### src/rtl/fetch_unit.sv
// fetch_unit: Thumb instruction fetch stage sitting in front of Memory.
// Owns the PC, issues one 32-bit word read per fetch, then hands the
// decoder the two little-endian halfwords of that word over valid/ready.
//
// Ports:
//   clk, rst          clock, synchronous active-high reset
//   mem_addr          word-aligned read address {pc[31:2],2'b00}
//   mem_rd_en         one-cycle read strobe (FETCH state)
//   mem_rdata         read data, valid MEM_LATENCY cycles after the strobe
//   instr, instr_pc   current halfword and its byte address
//   instr_valid       instr/instr_pc valid
//   instr_ready       decoder accepts instr this cycle
//   branch_valid      redirect request (pulse or held)
//   branch_target     redirect address, bit 0 ignored
//
// Parameters:
//   RESET_PC          PC after reset (bit 0 forced to 0)
//   MEM_LATENCY       strobe-to-data latency in cycles, 1..4

module fetch_unit #(
    parameter logic [31:0] RESET_PC    = 32'h0000_0000,
    parameter int          MEM_LATENCY = 1
) (
    input  logic        clk,
    input  logic        rst,
    output logic [31:0] mem_addr,
    output logic        mem_rd_en,
    input  logic [31:0] mem_rdata,
    output logic [15:0] instr,
    output logic [31:0] instr_pc,
    output logic        instr_valid,
    input  logic        instr_ready,
    input  logic        branch_valid,
    input  logic [31:0] branch_target
);

    typedef enum logic [1:0] {
        FETCH = 2'd0,
        WAIT  = 2'd1,
        HOLD  = 2'd2
    } state_t;

    localparam logic [31:0] PC_INIT = {RESET_PC[31:1], 1'b0};

    // wait_cnt counts down the remaining WAIT cycles; the word is
    // captured in the WAIT cycle where it reaches zero.
    localparam logic [2:0] WAIT_INIT = 3'(MEM_LATENCY - 1);

    state_t      state;
    logic [31:0] pc;
    logic [2:0]  wait_cnt;
    logic [31:0] word_buf;

    logic        in_hold;
    logic [15:0] half_sel;
    logic        unused_tgt_lsb;

    // Branch target bit 0 is architecturally meaningless for Thumb.
    assign unused_tgt_lsb = branch_target[0];

    always_ff @(posedge clk) begin
        if (rst) begin
            pc       <= PC_INIT;
            state    <= FETCH;
            wait_cnt <= 3'd0;
            word_buf <= 32'd0;
        end else if (branch_valid) begin
            // Redirect wins over everything: any read already issued is
            // simply never captured because we leave WAIT behind.
            pc       <= {branch_target[31:1], 1'b0};
            state    <= FETCH;
            wait_cnt <= 3'd0;
        end else begin
            unique case (state)
                FETCH: begin
                    wait_cnt <= WAIT_INIT;
                    state    <= WAIT;
                end
                WAIT: begin
                    if (wait_cnt == 3'd0) begin
                        word_buf <= mem_rdata;
                        state    <= HOLD;
                    end else begin
                        wait_cnt <= wait_cnt - 3'd1;
                    end
                end
                HOLD: begin
                    if (instr_ready) begin
                        pc <= pc + 32'd2;
                        // Upper halfword consumed: the word is used up.
                        if (pc[1]) begin
                            state <= FETCH;
                        end
                    end
                end
                default: begin
                    state <= FETCH;
                end
            endcase
        end
    end

    assign in_hold  = (state == HOLD);
    assign half_sel = pc[1] ? word_buf[31:16] : word_buf[15:0];

    // Valid is gated combinationally by branch so a redirect can never
    // coincide with a completed handshake.
    assign instr_valid = in_hold && !rst && !branch_valid;
    assign instr       = instr_valid ? half_sel : 16'd0;
    assign instr_pc    = pc;
    assign mem_rd_en   = (state == FETCH) && !rst;
    assign mem_addr    = {pc[31:2], 2'b00};

endmodule

### config.mk
export PLATFORM = sky130hd
export DESIGN_NAME = fetch_unit
export DESIGN_NICKNAME = d
export VERILOG_FILES = /design/src/rtl/fetch_unit.sv
export SDC_FILE = /design/constraint.sdc
export NUM_CORES = 1
export LEC_CHECK = 0
export BUFFER_PORTS_ARGS = -buffer_cell sky130_fd_sc_hd__buf_2
export CAP_MARGIN = 0
export CORE_MARGIN = 2
export CORE_UTILIZATION = 44
export CTS_CLUSTER_SIZE = 16
export DETAILED_ROUTE_END_ITERATION = 12
export PLACE_DENSITY = 0.76
export SLEW_MARGIN = 20
export SYNTH_ARGS = -nofsm -noshare
export SYNTH_HDL_FRONTEND = slang
export SYNTH_SLANG_ARGS = --single-unit
### constraint.sdc
create_clock -name clk -period 2.36 [get_ports clk]
set_clock_uncertainty 0.2 [all_clocks]
set_input_delay 0.118 -clock clk [delete_from_list [all_inputs] [get_ports clk]]
set_output_delay 0.118 -clock clk [all_outputs]
set_load 0.02 [all_outputs]
==> impl_metrics.py <==
metrics = {
    "run_status": {
        "outcome": "finished, final reports clean",
    },
    "setup_path": {
        "arrival_ns": 1.99,
        "cp-endpoint": "instr[12]",
        "worst_setup_path_end_kind": "primary output",
        "path_max_fanout": 17,
        "cp-start-kind": "input port",
        "startpoint": "rst",
        "rr_worst_depth": 5,
        "reg2reg_from": "instr_pc[1]",
        "r2r_end": "instr_pc[21]",
        "setup.worst_path.class": "in -> out",
        "required_ns": 2.04,
        "rrSetupSlack_ns": 0.09,
    },
    "routing": {
        "drt_iter0_drc": 181,
        "drc_errors": 0,
        "ant_nets": 0,
        "routed_wl_um": 12100,
        "viasPerCell": 5.48,
        "num_vias": 4371,
        "drt-pass1-iter-count": 4,
        "wl_per_cell_um": 15.2,
    },
    "pwr": {
        "p_comb_share_pct": 18.5,
        "p_int_mw": 2.16,
        "powerDensity_mw_per_mm2": 553,
        "p_leak_nw": 2.29,
        "p_sw_mw": 0.842,
        "clkPwrFrac_pct": 39.0,
        "seqPwrFrac_pct": 42.5,
        "ir_drop_uv": 542,
        "switching_share_pct": 28.1,
    },
    "grt": {
        "grt_pass1_wl_um": 19800,
        "gr-total-overflow": 0,
        "grt_pass1_vias": 4220,
        "antenna_found_initial": 1,
        "gr-usage-all-layers_pct": 25.1,
        "grt_max_degree": 74,
    },
    "clock_tree": {
        "cts_made_buffers": 9,
        "cts.sinks": 68,
        "clock_latency_ns": 0.34,
        "clk_pin_slew_ns": 0.07,
        "h-tree-depth": 3,
        "cts_tree": "done",
        "clock_path_buffers": 2,
        "root_buffer": "clkbuf_8",
    },
    "logic_synthesis": {
        "avgSynthCellArea_um2": 7.63,
        "synth_top_area_share_pct": 35.4,
        "synth_area_mm2": 0.00384,
        "ys.warnings.count": 0,
        "ys_ff_latch": 68,
        "synth.distinct_cells": 50,
        "synth.most_common_cell": "nand2_1",
        "ys.flop_type": "dfxtp_1",
        "synth.area.top_cells": "dfxtp_1 35%, nand2_1 8.4%, buf_4 6.4%",
        "synth_top_cell_by_area": "dfxtp_1",
        "syn_inst": 504,
        "ys_seq_area_share_pct": 35.4,
        "synth_commonest_cells": "86 x nand2_1, 68 x dfxtp_1, 48 x nor2_1, 37 x a21oi_1, 33 x buf_4",
        "postSynth.asyncResetShare_pct": 0,
        "synth_edf_count": 0,
    },
    "die": {
        "die_y_um": 97.5,
        "die_area_mm2": 0.00950,
        "dieWidth_um": 97.5,
        "coreArea_mm2": 0.00859,
        "initial_utilization_pct": 44.7,
        "rows": 34,
        "ios": 150,
    },
    "run": {
        "maxCapViolCount": 0,
    },
    "timing": {
        "rsz0062_at_grt": "false",
        "hold_viol_final": 0,
        "fmax_mhz": 433,
        "tns_ns": 0,
        "period_needed_ns": 2.31,
        "whs_ns": 0.0135,
        "fin_crit_sh_pct": 97.8,
        "setup_viol": 0,
        "maxSlewViolCount": 0,
        "timing.slew.headroom_pct": 46.9,
        "worst_pin_slew_ns": 0.796,
    },
    "hold_path": {
        "worstHoldPathCells": 4,
        "hp-class": "in -> reg",
    },
    "layout": {
        "drive_above_1_share_pct": 29.5,
        "nets": 755,
        "fin_area_mm2": 0.00543,
        "areaGrowthSynthToFinish_pct": 41.3,
    },
    "placement": {
        "dp_hpwl_um": 7470,
        "placed_area_mm2": 0.00455,
        "io_buffers": 145,
        "gp_congestion": 0.886,
    },
}
power groups by stage:
stage | clock (mW) | combinational (mW) | sequential (mW)
2_1_floorplan | 0 | 0.286 | 1.34
3_3_place_gp | 0 | 0.459 | 1.30
3_5_place_dp | 0 | 0.465 | 1.30
4_1_cts | 1.20 | 0.548 | 1.27
5_1_grt | 1.25 | 0.601 | 1.29
6_report | 1.17 | 0.556 | 1.28
worst max-delay path, stage by stage:
cell and delay, ns:
dlygate4sd3_1 0.53, buf_2 0.12, or2_2 0.33, or2_2 0.48, nor2_1 0.21, buf_2 0.20
per-layer routing:
metal  vias to the layer above  routed length (um)  global-route usage [%]
met5                         -                   0                       0
met1                      2007                4870                    30.5
met4                         0                 325                    9.72
li1                       2117                   -                       -
met3                        28                 954                    5.04
met2                       219                5960                    43.4
kinds of logic after synthesis:
logic type / after synthesis / synth area share (%)
AOI/OAI and AO/OA: 91 / 15.3
xor gates and xnor gates: 10 / 2.28
adders and majority gates: 3 / 0.977
buffers and inverters: 83 / 11.8
DFF: 68 / 35.4
muxes: 16 / 4.17
other: 1 / 0.0976
and+or+nand+nor: 232 / 30.0
final cells by class:
class | count | area, um^2
antenna | 1 | 2.50
clock buffer | 10 | 128
clock inverter | 6 | 113
fill | 770 | 3160
inverter | 14 | 52.6
multi-input combinational | 355 | 2060
sequential | 68 | 1370
tap | 108 | 135
timing repair buffer | 236 | 1570
worst min path at each step:
stage                                  from  slack (ns)            to
after CTS                       instr_ready      0.0004      state[1]
final                     branch_target[28]        0.01  instr_pc[28]
after global placement        mem_rdata[21]        0.16  word_buf[21]
after floorplan                mem_rdata[0]        0.05   word_buf[0]
after global routing      branch_target[28]        0.04  instr_pc[28]
after detailed placement      mem_rdata[21]        0.17  word_buf[21]
cells in the final DEF, fill, tap and decap left out, types with 13 or more instances in the layout:
cell type / count
a211oi_1: 13
a21oi_1: 37
buf_2: 145
buf_4: 27
dfxtp_1: 62
dlygate4sd3_1: 64
inv_1: 13
mux2i_1: 16
nand2_1: 86
nand3_1: 17
nand4_1: 14
nor2_1: 48
sequential cells by signal (all words and copies together), names as in the netlist:
| name | cells |
|---|---|
| wait_cnt | 3 |
| state | 2 |
| word_buf | 32 |
| instr_pc | 31 |
per-stage QoR:
stage               total power [mW]  std cells  worst slack [ns]  utilization, %
floorplan                       1.62        506            0.0191               -
global placement                1.75        717            0.0859            52.9
detailed placement              1.77        717            0.0730            52.9
CTS                             3.02        797            0.0439            63.1
global route                    3.14        798            0.0143            63.2
finish                          3.00        798            0.0516            63.2
what timing repair did:
item | CTS | global route
setup endpoints to repair | 0 | 4
setup buffers | 0 | 0
endpoints found under the hold margin | 66 | 0
gates resized for setup | 0 | 1
hold buffers | 64 | 0
Note: power is estimated with default switching activity, not from simulation.
